## src/rtl/ising_pkg.sv

```systemverilog
// ising_pkg: shared readout FSM states and synchronizer depth.
package ising_pkg;
  typedef enum logic [1:0] {IDLE, MEASURE, DONE} state_t;
  localparam int SYNC_STAGES = 2;
endpackage

```

## src/rtl/spin_readout_if.sv

```systemverilog
// spin_readout_if: host-side measurement request and result handshake.
interface spin_readout_if #(
  parameter int N = 3,
  parameter int CNT_W = 16
);
  logic             start;
  logic [CNT_W-1:0] window;
  logic             busy;
  logic             valid;
  logic             ready;
  logic [N-1:0]     spins;
  logic [N*CNT_W-1:0] agree;
  modport master(output start, window, ready, input busy, valid, spins, agree);
  modport slave(input start, window, ready, output busy, valid, spins, agree);
endinterface

```

## src/rtl/bit_sync.sv

```systemverilog
// bit_sync: single-bit multi-flop synchronizer with async active-high reset.
module bit_sync
  import ising_pkg::*;
(
  input  logic clk,
  input  logic rst,
  input  logic d,
  output logic q
);
  logic [SYNC_STAGES-1:0] s;
  always_ff @(posedge clk or posedge rst)
    if (rst) s <= '0;
    else s <= {s[SYNC_STAGES-2:0], d};
  assign q = s[SYNC_STAGES-1];
endmodule

```

## src/rtl/spin_readout.sv

```systemverilog
// spin_readout: resolves each oscillator's phase against the reference into a spin
// bit plus an agreement count, measured over a programmable sample window.
module spin_readout
  import ising_pkg::*;
#(
  parameter int N = 3,
  parameter int CNT_W = 16
) (
  input  logic         clk,
  input  logic         rst,
  input  logic [N-1:0] osc_in,
  input  logic         ref_in,
  spin_readout_if.slave bus
);
  state_t             state, state_nx;
  logic [N-1:0]       osc_s, spin_nx, spins_q;
  logic               ref_s, accept, last;
  logic [CNT_W-1:0]   win_q, cnt;
  logic [N*CNT_W-1:0] agree_nx, agree_q;

  bit_sync u_ref (.clk, .rst, .d(ref_in), .q(ref_s));

  assign accept = state == IDLE && bus.start;
  assign last = state == MEASURE && cnt + CNT_W'(1) == win_q;

  for (genvar i = 0; i < N; i++) begin : g_osc
    logic [CNT_W-1:0] acc;
    bit_sync u_osc (.clk, .rst, .d(osc_in[i]), .q(osc_s[i]));
    assign agree_nx[i*CNT_W +: CNT_W] = acc + CNT_W'(osc_s[i] == ref_s);
    // 2*agree >= window at CNT_W+1 bits; a tie counts as in-phase
    assign spin_nx[i] = {agree_nx[i*CNT_W +: CNT_W], 1'b0} >= {1'b0, win_q};
    always_ff @(posedge clk or posedge rst)
      if (rst) acc <= '0;
      else if (accept) acc <= '0;
      else if (state == MEASURE) acc <= agree_nx[i*CNT_W +: CNT_W];
  end

  always_ff @(posedge clk or posedge rst)
    if (rst) state <= IDLE;
    else state <= state_nx;

  always_comb begin
    state_nx = state;
    case (state)
      IDLE:    state_nx = bus.start ? (bus.window == '0 ? DONE : MEASURE) : IDLE;
      MEASURE: state_nx = last ? DONE : MEASURE;
      DONE:    state_nx = bus.ready ? IDLE : DONE;
      default: state_nx = IDLE;
    endcase
  end

  always_comb begin
    bus.busy = state != IDLE;
    bus.valid = state == DONE;
  end

  // Result registers are separate from the counters so they hold past the handshake
  always_ff @(posedge clk or posedge rst)
    if (rst) begin
      win_q <= '0;
      cnt <= '0;
      spins_q <= '0;
      agree_q <= '0;
    end else if (accept) begin
      win_q <= bus.window;
      cnt <= '0;
      if (bus.window == '0) begin
        spins_q <= '1;
        agree_q <= '0;
      end
    end else if (state == MEASURE) begin
      cnt <= cnt + CNT_W'(1);
      if (last) begin
        spins_q <= spin_nx;
        agree_q <= agree_nx;
      end
    end

  assign bus.spins = spins_q;
  assign bus.agree = agree_q;
endmodule
```

## src/flat_wrapper.sv

```systemverilog
// flat-port wrapper written by rule: the top's interface ports become plain ports
module spin_readout_flat import ising_pkg::*;
#(
  parameter int N = 3,
  parameter int CNT_W = 16
)
  (clk, rst, osc_in, ref_in, bus_start, bus_window, bus_ready, bus_busy, bus_valid, bus_spins, bus_agree);
  spin_readout_if #(.N(N), .CNT_W(CNT_W)) bus_i ();
  input  logic clk;
  input  logic rst;
  input  logic [N-1:0] osc_in;
  input  logic ref_in;
  input wire logic [$bits(bus_i.start)-1:0] bus_start;
  input wire logic [$bits(bus_i.window)-1:0] bus_window;
  input wire logic [$bits(bus_i.ready)-1:0] bus_ready;
  output wire logic [$bits(bus_i.busy)-1:0] bus_busy;
  output wire logic [$bits(bus_i.valid)-1:0] bus_valid;
  output wire logic [$bits(bus_i.spins)-1:0] bus_spins;
  output wire logic [$bits(bus_i.agree)-1:0] bus_agree;
  assign bus_i.start = bus_start;
  assign bus_i.window = bus_window;
  assign bus_i.ready = bus_ready;
  assign bus_busy = bus_i.busy;
  assign bus_valid = bus_i.valid;
  assign bus_spins = bus_i.spins;
  assign bus_agree = bus_i.agree;
  spin_readout #(.N(N), .CNT_W(CNT_W)) u_core (.clk(clk), .rst(rst), .osc_in(osc_in), .ref_in(ref_in), .bus(bus_i));
endmodule
```

## config.mk

```make
export PLATFORM = sky130hd
export DESIGN_NAME = spin_readout_flat
export DESIGN_NICKNAME = d
export VERILOG_FILES = /design/src/rtl/ising_pkg.sv /design/src/rtl/spin_readout_if.sv /design/src/rtl/bit_sync.sv /design/src/rtl/spin_readout.sv /design/src/flat_wrapper.sv
export SDC_FILE = /design/constraint.sdc
export NUM_CORES = 1
export LEC_CHECK = 0
export ABC_AREA = 0
export BUFFER_PORTS_ARGS = -buffer_cell sky130_fd_sc_hd__buf_2
export CELL_PAD_IN_SITES_DETAIL_PLACEMENT = 0
export CELL_PAD_IN_SITES_GLOBAL_PLACEMENT = 2
export CORE_UTILIZATION = 41
export CTS_CLUSTER_DIAMETER = 150
export CTS_CLUSTER_SIZE = 14
export DETAILED_ROUTE_END_ITERATION = 16
export PLACE_DENSITY_LB_ADDON = 0.3
export SLEW_MARGIN = 30
export SYNTH_ARGS = -nofsm -noshare
export SYNTH_HDL_FRONTEND = slang
export SYNTH_SLANG_ARGS = --single-unit
```

## constraint.sdc

```tcl
create_clock -name clk -period 7.78 [get_ports clk]
set_clock_uncertainty 0.2 [all_clocks]
set_input_delay 0.778 -clock clk [delete_from_list [all_inputs] [get_ports clk]]
set_output_delay 0.778 -clock clk [all_outputs]
set_load 0.05 [all_outputs]
```

Yosys cells after proc, flatten, opt, wreduce, memory -nomap -nowiden

Cells that the tools add are included.

Register bits: 141
Output and inout port bits: 53
Logic and storage cells: 55

Add/sub/neg operators: 4
Magnitude comparators: 3
Eq/ne operators: 7
Mux-type cells: 21
Reduce and logical (&&, ||, !) cells: 8

Operator list:

| kind                                          | number |
|---|---|
| 2-to-1 mux 48 bit                             | 4 |
| 2-to-1 mux 16 bit                             | 8 |
| >= comparator 17 x 16 -> 1 bit                | 3 |
| adder 16 x 1 -> 16 bit                        | 3 |
| adder 16 x 1 -> 16 bit, second input constant | 1 |
| == test 16 bit                                | 1 |
| zero test 16 bit                              | 1 |
| 2-to-1 mux 3 bit                              | 4 |
| 2-to-1 mux 2 bit                              | 4 |
| case mux 2 bit (3 select lines)               | 1 |
| nonzero test 2 bit                            | 3 |
| == test 1 bit                                 | 3 |
| AND reduction 3 bit                           | 1 |
| == test 2 x 1 -> 1 bit, second input constant | 1 |
| == test 2 bit, second input constant          | 1 |
| logical AND 1 bit                             | 2 |
| zero test 2 bit                               | 1 |
| inequality test 2 bit, second input constant  | 1 |

Longest topological paths before layout

Gate-level depths: netlist of the first run.

Depth after elaboration: 6
Mapped depth: 14

Modules after synthesis

A second synthesis of the first run with hierarchy kept.

Cell total of the unflattened synthesis: 891
Area total of the unflattened synthesis: 8264.2 um^2

Modules (own cells, without submodules):

| module       | instances | cells each | area each (um^2) |
|---|---|---|---|
| spin_readout | 1         | 879        | 8049.0 |
| bit_sync     | 4         | 3          | 53.8 |

Least setup slack after synthesis of the first run

Ideal clock, no wire load.

Path type: register -> register
Start point: register u_core.u_ref.s[1]
End point: register u_core.spins_q[0] (netlist: u_core.bus.spins[0])
Arrival: 2.830 ns
Data required time: 7.449 ns
Path slack: 4.620 ns
Cell stages (with the launch flop): 15
Period minus slack after synthesis: 3.160 ns
Cell sequence: dfrtp_1 > xnor2_1 > ha_1 > ha_1 > clkbuf_1 > nand3_1 > nor2_1 > xor2_1 > ha_1 > nor2b_1 > o21ai_0 > nand2b_1 > a2111oi_0 > o311a_1 > mux2i_1

Longest elaborated chain between the ends: 6

Ends and longest elaborated chain:

| element                        | RTL line           | source |
|---|---|---|
| from (decl)                    | bit_sync.sv:10     | `logic [SYNC_STAGES-1:0] s;` |
| from (signal assigned)         | bit_sync.sv:13     | `else s <= {s[SYNC_STAGES-2:0], d};` |
| == test 1 bit                  | spin_readout.sv:29 | `assign agree_nx[i*CNT_W +: CNT_W] = acc + CNT_W'(osc_s[i] == ref_s);` |
| adder 16 x 1 -> 16 bit         | spin_readout.sv:29 |  |
| >= comparator 17 x 16 -> 1 bit | spin_readout.sv:31 | `assign spin_nx[i] = {agree_nx[i*CNT_W +: CNT_W], 1'b0} >= {1'b0, win_q};` |
| 2-to-1 mux 3 bit               | spin_readout.sv:73 | `if (last) begin` |
| 2-to-1 mux 3 bit               | spin_readout.sv:71 | `end else if (state == MEASURE) begin` |
| 2-to-1 mux 3 bit               | spin_readout.sv:64 | `end else if (accept) begin` |
| to (signal assigned)           | spin_readout.sv:74 | `spins_q <= spin_nx;` |
| to (decl)                      | spin_readout.sv:16 | `logic [N-1:0] osc_s, spin_nx, spins_q;` |

Every way passes these cells. The select of a mux whose other input is x is not followed.
A chain may end at the register's enable or synchronous reset.

Worst setup path after layout of the first run

Start point: register u_core.cnt[0]
End point: register u_core.agree_q[2] (netlist: u_core.bus.agree[2])

Longest elaborated chain between the ends: 5

Ends and longest elaborated chain:

| element                       | RTL line           | source |
|---|---|---|
| from (decl)                   | spin_readout.sv:18 | `logic [CNT_W-1:0] win_q, cnt;` |
| from (signal assigned)        | spin_readout.sv:72 | `cnt <= cnt + CNT_W'(1);` |
| adder 16 x 1 -> 16 bit        | spin_readout.sv:24 | `assign last = state == MEASURE && cnt + CNT_W'(1) == win_q;` |
| == test 16 bit                | spin_readout.sv:24 |  |
| logical AND 1 bit             | spin_readout.sv:24 |  |
| nonzero test 2 bit (no line)  | n/a                |  |
| AND reduction 3 bit (no line) | n/a                |  |
| to (signal assigned)          | spin_readout.sv:75 | `agree_q <= agree_nx;` |
| to (decl)                     | spin_readout.sv:19 | `logic [N*CNT_W-1:0] agree_nx, agree_q;` |

Every way passes these cells.

==> results of run 1 <==
## area by class of cell
| cell class | count | area, µm² |
|---|---|---|
| Clock buffer | 17 | 425 |
| Inverter | 47 | 181 |
| Fill cell | 1912 | 10200 |
| Sequential cell | 141 | 3530 |
| Multi-Input combinational cell | 635 | 4300 |
| Clock inverter | 15 | 128 |
| Timing Repair Buffer | 84 | 453 |
| Tap cell | 265 | 332 |
## cell usage after synthesis, drive strengths merged (3+ instances only)
cell type and number:
nand4 14, xnor2 35, and4 8, nor4 8
a31oi 5, a211oi 4, a21o 11, and2 21
mux2 18, dfrtp 141, nand2 106, inv 47
buf 14, nor2b 9, xor2 31, a21oi 15
o21a 4, o2111ai 3, mux2i 34, nor2 50
ha 52, o21ai 98, nand3 55, and3 8
o31ai 15, clkbuf 35, nor3 7
## stage by stage
step	std cells	total power, mW	setup slack [ps]
finish	1204	3.03	4150
global route	1204	3.27	3800
CTS	1203	3.06	4080
detailed placement	1171	2.27	4100
global placement	1171	2.26	4130
floorplan	872	1.92	3020
## per-layer routing
layer	vias to the layer above	global-route usage	share of wire
li1	3153	-	-
met1	3119	0.314	0.48
met2	116	0.358	0.47
met3	11	0.0440	0.041
met4	0	0.0532	0.0073
met5	-	0	0
## sequential cells by signal, summed over array words and instances (netlist names)
name,cells
u_core.bus.agree,48
u_core.g_osc.u_osc.s,6
u_core.cnt,16
u_core.bus.spins,3
u_core.u_ref.s,2
u_core.win_q,16
u_core.state,2
u_core.g_osc.acc,48
## critical path, stage by stage, from the launching register on
cell       delay (ps)
dfrtp_1           430
ha_1              300
nand2_1           180
nor3_4            390
mux2i_1           270
o31a_1            160
o2111ai_1         140
or4b_4            820
buf_12            280
mux2_4            310
## worst paths after layout
| check | from | end | slack (ps) | cells past startpoint |
|---|---|---|---|---|
| worst max register to register | u_core.cnt[0] | u_core.bus.agree[2] | 4150 | 9 |
| worst min-delay path | u_core.u_ref.s[0] | u_core.u_ref.s[1] | 150 | 0 |
| worst min register to register | u_core.u_ref.s[0] | u_core.u_ref.s[1] | 150 | 0 |
| max in group asynchronous | rst | u_core.g_osc[2].acc[10] | 5850 | 3 |
| worst max-delay path | u_core.cnt[0] | u_core.bus.agree[2] | 4150 | 9 |
| min in group asynchronous | rst | u_core.bus.agree[0] | 310 | 2 |
## logic make-up (layout without fill, tap and decap cells)
family / count (synthesis) / in the layout / share of synthesized area
adder cells (fa/ha/maj): 52 / 52 / 0.0792
multiplexers: 52 / 52 / 0.0734
XOR/XNOR: 66 / 66 / 0.0704
AO/OA/AOI/OAI: 172 / 172 / 0.125
AND/OR/NAND/NOR: 293 / 293 / 0.174
flip-flops: 141 / 141 / 0.430
buffers and inverters: 96 / 163 / 0.0484
## power breakdown
group          internal, mW  switching, mW  total (mW)
Clock                 0.418          0.357       0.775
Sequential            0.892          0.191        1.08
Combinational         0.436          0.738        1.17
Total                  1.75           1.29        3.03
==> flow_summary_export.csv, run 1 <==
group,metric,value,unit
sta,slew_headroom,0.363,
logic_synthesis,yosysTopAreaCell,"dfrtp_1",
place,dp_hpwl,14.6,mm
place,port_buffers,76,
clock_tree,clk_latency,430,ps
clock_tree,cts_max_level,4,
sta,fmax,0.276,GHz
finish,fin_util,0.479,
floorplan,die_y,144,µm
logic_synthesis,synth_nets,948,
logic_synthesis,synth_area_leaders,"dfrtp_1 43%, ha_1 7.9%, o21ai_0 6.0%, nand2_1 4.8%, mux2i_1 4.1%",
sta,fin_hold_ws,148,ps
clock_tree,cts_buffer_depth,2,
pwr,peakVddDrop,0.184,mV
sta,tns,0,ps
worst_setup_path,required,7890,ps
sta,rsz0062_at_grt,"no",
drt,firstDrtPassIters,5,
clock_tree,hold_buffers,0,
worst_setup_path,arrival,3740,ps
clock_tree,cts_tree,"done",
global_route,grt_max_degree,93,
global_route,grt_pass1_wl,34.6,mm
floorplan,initial_core_util,0.421,
clock_tree,cts_buffers,17,
logic_synthesis,syn_area,8210,µm²
flow_run,drv_cap,0,
drt,routed_wl,21.5,mm
place,gp_congestion,0.794,
drt,viasPerCell,5.31,
floorplan,row_count,51,
logic_synthesis,synthArstFlopShare,1.00,
logic_synthesis,seq_area_frac_synth,0.430,
clock_tree,root_buffer,"clkbuf_16",
global_route,grt_antenna_before_repair,0,
drt,initialDrtViolationCount,343,
floorplan,io_pins,77,
finish,fin_nets,1002,
logic_synthesis,avgSynthCellArea,9.42,µm²
finish,area_delta_synth_final,13.8,%
sta,fin_crit_sh,0.466,
finish,layout-drive-gt1-share,0.152,
worst_hold_path,hold_class,"reg2reg",
sta,tightest_slew,955,ps
logic_synthesis,synthFlopType,"dfrtp_1",
logic_synthesis,synth_top_area_share,0.430,
drt,drtAntennaViolNets,0,
place,place_area,8770,µm²
pwr,leakage,4.59,nW
global_route,track_usage,0.225,
pwr,powerDensity,324,nW/µm²
worst_setup_path,worst_setup_path_start_kind,"flip-flop",
drt,drc,0,
sta,setup_violations,0,
clock_tree,cts-resized-gates,0,
logic_synthesis,ys_ff_latch,141,
logic_synthesis,synth_cells,872,
floorplan,die_w,144,µm
clock_tree,post-cts-setup-buffer-count,0,
global_route,grt_pass1_vias,6127,
finish,final_cell_mix,"141 x dfrtp_1, 105 x nand2_1, 98 x o21ai_0",
floorplan,dieArea,20600,µm²
finish,final_common_cell,"dfrtp_1",
logic_synthesis,synth_edf_count,0,
sta,hold_viol_final,0,
worst_setup_path,worstPathMaxFanout,27,
clock_tree,clock_sinks,141,
finish,design_area,9350,µm²
sta,drv_slew,0,
drt,wl_per_cell,17.8,µm
clock_tree,path_clk_slew,70,ps
finish,antenna_cells,0,
global_route,gr-total-overflow,0,
sta,finalCriticalPeriod,3630,ps
worst_setup_path,critical_path_class,"reg2reg",
outcome,status,"complete, no violations",
worst_setup_path,end_kind,"flip-flop",
logic_synthesis,yosysWarnings,0,
drt,vias,6399,
logic_synthesis,yosysUniqueCellTypes,52,
floorplan,core,19500,µm²
Power figures use the tool's default switching activity.
==> inputs of run 2 (changes only) <==
ABC_AREA = 1   (was 0)
CORE_UTILIZATION = 32   (was 41)
clock period = 3 ns   (was 7.78 ns; I/O delays follow)
==> run 2 against run 1 <==
The run now ends with negative setup slack left; setup slack got worse by 4500 ps; flip-flop and latch count unchanged; combinational power rose to 4.2 times the previous value; global-route usage decreased by 2.7 points; via count rose by 16%; clock power rose to 3.3 times the previous value; count of clock-buffer cells in the layout up 3; largest cell class unchanged; largest power group unchanged.
==> flow_summary_export.csv, run 2 <==
group,metric,value,unit
outcome,status,"finished with violations",
outcome,failed_checks,"negative setup slack",
clock_tree,path_clk_slew,70,ps
pwr,leakage,5.62,nW
worst_setup_path,path_cells,"xnor2_1 > ha_2 > ha_4 > nand2_4 > nor2_4 > nand2_2 > or3_4 > nor2_4 > nand2_1 > xor2_1 > inv_1 > ha_4 > nand4_1 > nor3_2 > nand2_1 > nand3_2 > nand2_1 > nand2_1 > nand2_1 > nand3_2 > nand2_1 > nand2_1",
logic_synthesis,syn_area,8450,µm²
logic_synthesis,synth_area_leaders,"dfrtp_1 42%, nand2_1 13%, ha_1 7.7%, inv_1 7.0%, nor2_1 4.7%",
sta,setup_violations,3,
clock_tree,cts_tree,"done",
logic_synthesis,synth_nets,1169,
floorplan,dieArea,27100,µm²
sta,fin_crit_sh,1.11,
place,port_buffers,76,
sta,drv_slew,0,
floorplan,row_count,59,
logic_synthesis,ys_ff_latch,141,
clock_tree,cts_max_level,4,
worst_setup_path,cp.buffers_inverters,1,
drt,drc,0,
flow_run,drv_cap,0,
worst_setup_path,required,3170,ps
sta,finalCriticalPeriod,3320,ps
worst_setup_path,slowest_stage,"dfrtp_1",
worst_hold_path,hold_class,"reg2reg",
logic_synthesis,avgSynthCellArea,7.73,µm²
sta,tns,-759,ps
place,gp_congestion,0.835,
logic_synthesis,yosysUniqueCellTypes,33,
worst_setup_path,worstPathMaxFanout,2,
clock_tree,root_buffer,"clkbuf_16",
finish,antenna_cells,0,
worst_setup_path,worst_path_dominant_cell_family,"simple AND/OR/NAND/NOR gates",
sta,tightest_slew,579,ps
drt,vias,7437,
worst_setup_path,max_stage_delay,400,ps
logic_synthesis,yosysWarnings,0,
drt,routed_wl,25.3,mm
floorplan,core,26000,µm²
pwr,peakVddDrop,0.381,mV
sta,fmax,0.301,GHz
sta,hold_viol_final,0,
pwr,powerDensity,953,nW/µm²
worst_setup_path,end_kind,"flip-flop",
drt,firstDrtPassIters,4,
logic_synthesis,synth_edf_count,0,
sta,layout_setup_ws,-325,ps
logic_synthesis,synthArstFlopShare,1.00,
worst_setup_path,critPathMostFrequentCell,"nand2_1",
sta,slew_headroom,0.613,
finish,area_delta_synth_final,30.3,%
worst_setup_path,arrival,3490,ps
global_route,grt_antenna_before_repair,0,
global_route,grt_max_degree,67,
clock_tree,cts_buffers,17,
finish,fin_util,0.424,
logic_synthesis,synthFlopType,"dfrtp_1",
global_route,gr-total-overflow,0,
finish,fin_nets,1333,
clock_tree,clk_latency,430,ps
logic_synthesis,yosysTopAreaCell,"dfrtp_1",
logic_synthesis,synth_cells,1093,
drt,drtAntennaViolNets,0,
global_route,track_usage,0.198,
logic_synthesis,synth_top_area_share,0.417,
global_route,grt_pass1_vias,7455,
drt,wl_per_cell,15.8,µm
floorplan,io_pins,77,
drt,initialDrtViolationCount,449,
drt,viasPerCell,4.63,
clock_tree,clock_sinks,141,
clock_tree,cts_buffer_depth,2,
floorplan,die_w,165,µm
floorplan,initial_core_util,0.325,
global_route,grt_pass1_wl,40.4,mm
floorplan,die_y,165,µm
finish,layout-drive-gt1-share,0.232,
worst_setup_path,critical_path_class,"reg2reg",
sta,rsz0062_at_grt,"yes",
logic_synthesis,seq_area_frac_synth,0.417,
finish,final_cell_mix,"292 x nand2_1, 157 x inv_1, 140 x dfrtp_1",
finish,final_common_cell,"nand2_1",
place,dp_hpwl,17.9,mm
worst_setup_path,worst_setup_path_start_kind,"flip-flop",
logic_synthesis,synth_common_cells,"302 x nand2_1, 158 x inv_1, 141 x dfrtp_1, 105 x nor2_1, 69 x nand3_1",
logic_synthesis,yosysMostFrequentCell,"nand2_1",
-- run 2: changes by cell type after synthesis, sizes merged, moves of 36 or more --
cell | before | now
inv | 47 | 162
o22ai | 1 | 37
o21ai | 98 | 52
nand2 | 106 | 308
nor2 | 50 | 110
nand3 | 55 | 101
-- run 2: report_power, final --
group	switching, mW	internal, mW	total (mW)
registers	0.574	2.51	3.09
logic	3.09	1.79	4.88
clock network	0.918	1.62	2.53
total	4.58	5.92	10.5
-- run 2: metrics by stage --
stage	hold WS, ps	setup WS (ps)	power, mW	instances	cell area [µm²]
finish	159	-325	10.5	1605	11000
global route	165	-511	11.4	1605	11000
CTS	157	-244	10.4	1598	10700
detailed placement	142	-296	7.70	1542	9680
global placement	138	-234	7.66	1542	9680
floorplan	131	-72.1	6.19	1093	8470
-- run 2: path summary, 6_finish.rpt --
check                                                 from                    endpoint  slack (ps)  depth (start not counted)
min in group asynchronous                              rst        u_core.bus.agree[45]         300                          3
worst min-delay path            u_core.g_osc[2].u_osc.s[0]  u_core.g_osc[2].u_osc.s[1]         160                          0
worst min register to register  u_core.g_osc[2].u_osc.s[0]  u_core.g_osc[2].u_osc.s[1]         160                          0
max in group asynchronous                              rst  u_core.g_osc[2].u_osc.s[1]        1410                          4
worst max-delay path                     u_core.u_ref.s[1]         u_core.bus.spins[1]        -320                         22
worst max register to register           u_core.u_ref.s[1]         u_core.bus.spins[1]        -320                         22
-- run 2: layout make-up --
cell class / instances / area (µm²)
Clock buffer: 20 / 457
Clock inverter: 12 / 231
Fill cell: 2723 / 15000
Inverter: 162 / 612
Multi-Input combinational cell: 756 / 4480
Sequential cell: 141 / 3530
Tap cell: 335 / 419
Timing Repair Buffer: 179 / 1280
-- run 2: layer usage --
layer  vias up  global-route usage  wire, µm
li1       3826                   -         -
met1      3484               0.273     12700
met2       107               0.319     11400
met3        20              0.0309       838
met4         0              0.0563       405
met5         -                   0         0
-- run 2: logic make-up after synthesis --
kind of cell | share of synthesized area
and+or+nand+nor | 0.298
buffers and inverters | 0.0946
DFF | 0.417
AOI/OAI and AO/OA | 0.0737
adders and majority gates | 0.0770
xor gates and xnor gates | 0.0394
-- run 2: what timing repair did --
item,CTS,global route
pin swaps,7,42
hold endpoints to repair,43,0
buffers inserted,2,8
hold buffers,22,0
resized for setup,20,53
endpoints found under the setup margin,3,4
==> inputs of run 3 (changes only) <==
PLACE_DENSITY_LB_ADDON = 0.1   (was 0.3)
SYNTH_HIERARCHICAL = 1   (was not set)
==> run 3 against run 2 <==
The run still ends with negative setup slack left; hold slack lost 23 ps; synthesized cell count rose by 1.1%; highest routed layer unchanged; register-to-register slack improved by 50 ps; critical endpoint is now u_core/bus.spins[1]; sequential share of layout area grew 0.25 points; routed wire length grew 1.8%; largest power group unchanged; die area decreased by 1.6%.
==> flow_summary_export.csv, run 3 <==
group,metric,value,unit
outcome,status,"finished with violations",
outcome,failed_checks,"negative setup slack",
pwr,peakVddDrop,0.513,mV
worst_setup_path,reg2reg_slack,-280,ps
sta,finalCriticalPeriod,3280,ps
clock_tree,path_clk_slew,60,ps
pwr,totalPowerFinal,10.6,mW
worst_setup_path,critical_path_class,"reg2reg",
logic_synthesis,avgSynthCellArea,7.53,µm²
logic_synthesis,synth-simple-area-share,0.288,
drt,drtAntennaViolNets,0,
logic_synthesis,synth_common_cells,"306 x nand2_1, 161 x inv_1, 141 x dfrtp_1, 100 x nand3_1, 91 x nor2_1",
worst_setup_path,arrival,3390,ps
worst_setup_path,required,3110,ps
pwr,p_sw,4.75,mW
floorplan,row_count,58,
drt,drc,0,
drt,viasPerCell,4.74,
worst_hold_path,hold_class,"in2async",
clock_tree,root_buffer,"clkbuf_16",
logic_synthesis,yosysTopAreaCell,"dfrtp_1",
logic_synthesis,syn_area,8320,µm²
worst_setup_path,reg2reg_to,"u_core/bus.spins[1]",
global_route,grt_pass1_wl,41.3,mm
place,dp_cells,1549,
drt,routed_wl,25.8,mm
pwr,leakage,5.37,nW
place,pre_cts_slack,-450,ps
place,gp_congestion,0.816,
floorplan,die_w,163,µm
sta,tightest_slew,605,ps
logic_synthesis,yosysUniqueCellTypes,34,
floorplan,die_y,163,µm
global_route,grt_pass1_vias,7542,
sta,fin_crit_sh,1.09,
logic_synthesis,synth_area_leaders,"dfrtp_1 42%, nand2_1 14%, ha_1 7.8%, inv_1 7.3%, nand3_1 6.0%",
sta,fin_hold_ws,136,ps
global_route,grt_antenna_before_repair,0,
pwr,clock_power_share,0.218,
logic_synthesis,synth_top_family_by_area,"simple AND/OR/NAND/NOR gates",
flow_run,drv_cap,0,
logic_synthesis,synthFlopType,"dfrtp_1",
logic_synthesis,synth_mux_area_frac,0,
worst_setup_path,rr_startpoint,"u_core/u_ref/s[1]",
clock_tree,cts_buffer_depth,2,
finish,antenna_cells,0,
sta,slew_headroom,0.597,
drt,initialDrtViolationCount,506,
clock_tree,cts_max_level,4,
logic_synthesis,synth_xor_area_frac,0.0316,
floorplan,dieArea,26600,µm²
logic_synthesis,synth_compound_area_frac,0.0829,
finish,final_common_cell,"nand2_1",
pwr,powerDensity,971,nW/µm²
pwr,p_comb_frac,0.492,
sta,layout_setup_ws,-277,ps
place,dp_hpwl,18.4,mm
logic_synthesis,synth_nets,1181,
global_route,track_usage,0.203,
drt,wl_per_cell,15.8,µm
clock_tree,cts_buffers,17,
sta,rsz0062_at_grt,"yes",
worst_setup_path,crit_end,"u_core/bus.spins[1]",
finish,area_delta_synth_final,31.4,%
logic_synthesis,yosysWarnings,6,
logic_synthesis,seq_area_frac_synth,0.424,
logic_synthesis,synthArstFlopShare,1.00,
place,place_area,9550,µm²
drt,firstDrtPassIters,5,
finish,instances_no_fill,1625,
worst_setup_path,worst_setup_path_start_kind,"flip-flop",
drt,vias,7710,
sta,hold_viol_final,0,
pwr,p_int,5.86,mW
finish,design_area,10900,µm²
logic_synthesis,synth_fa_ha_area_frac,0.0782,
logic_synthesis,synth_edf_count,0,
logic_synthesis,ys_ff_latch,141,
clock_tree,clock_sinks,141,
sta,drv_slew,0,
worst_setup_path,worstPathMaxFanout,4,
logic_synthesis,synth_top_area_share,0.424,
floorplan,io_pins,77,
worst_setup_path,end_kind,"flip-flop",
finish,fin_nets,1359,
sta,setup_violations,3,
logic_synthesis,synth_cells,1105,
sta,fmax,0.305,GHz
global_route,gr-total-overflow,0,
pwr,switching_share,0.448,
place,port_buffers,76,
logic_synthesis,yosysMostFrequentCell,"nand2_1",
pwr,sequentialPowerShare,0.290,
worst_setup_path,critPathLaunch,"u_core/u_ref/s[1]",
sta,tns,-753,ps
floorplan,initial_core_util,0.328,
global_route,grt_max_degree,61,
finish,final_cell_mix,"297 x nand2_1, 153 x inv_1, 140 x dfrtp_1",
floorplan,core,25300,µm²
finish,nFillCells,2613,
finish,layout-drive-gt1-share,0.214,
clock_tree,clk_latency,430,ps
worst_setup_path,reg2reg_depth,22,
clock_tree,cts_tree,"done",
finish,fin_util,0.431,
## run 3: final cells by class
type | count | area, µm² | area share
flip-flops and latches | 141 | 3530 | 0.323
clock inverters | 10 | 163 | 0.0149
inverters | 167 | 633 | 0.0579
clock buffers | 21 | 460 | 0.0421
well taps | 330 | 413 | 0.0378
repair buffers | 193 | 1380 | 0.126
multi-input cells | 763 | 4350 | 0.398
## run 3: worst min path at each step
stage / startpoint / to / slack (ps)
floorplan: rst / u_core/g_osc[0].u_osc/s[0] / -160
global placement: rst / u_core/g_osc[1].u_osc/s[0] / 8
detailed placement: rst / u_core/g_osc[1].u_osc/s[0] / 10
CTS: rst / u_core/g_osc[1].u_osc/s[0] / 110
global route: rst / u_core/g_osc[2].u_osc/s[0] / 130
finish: rst / u_core/g_osc[1].u_osc/s[0] / 140
## run 3: metal layers
metal / track usage / share of wire
met1: 0.297 / 0.51
met2: 0.319 / 0.45
met3: 0.0223 / 0.030
met4: 0.0467 / 0.0084
met5: 0 / 0
## run 3: power groups by stage
stage                     Combinational (mW)  Sequential (mW)  Clock [mW]
after detailed placement                4.86             3.04           0
after global routing                    5.90             3.16        2.45
after floorplan                         2.91             3.30           0
final                                   5.22             3.07        2.31
after global placement                  4.84             3.05           0
after CTS                               5.05             3.05        2.38
## run 3: critical path, stage by stage (launching register included)
cell and delay, ps:
dfrtp_2 440, xnor2_2 130, ha_2 230, buf_6 110
ha_4 140, nand3_4 90, nor2_4 130, inv_2 60
nor3_4 240, buf_4 160, buf_4 100, nor2_1 60
ha_1 280, nand4_1 90, inv_1 50, nand3_1 60
nor2_1 50, nor3_2 160, nand2_1 90, a21oi_2 130
nand2_2 80, nand2_1 60, inv_1 40
## run 3: logic make-up after synthesis
logic type | count (synthesis)
simple gates | 560
buf+inv | 201
flops | 141
compound gates | 121
fa+ha+maj | 52
xor+xnor | 30
## run 3: timing repair
action	in CTS	in global routing
hold buffers	22	0
gates resized for setup	33	41
setup endpoints to repair	3	32
hold endpoints to repair	44	0
pin swaps	20	24
buffers inserted	14	9
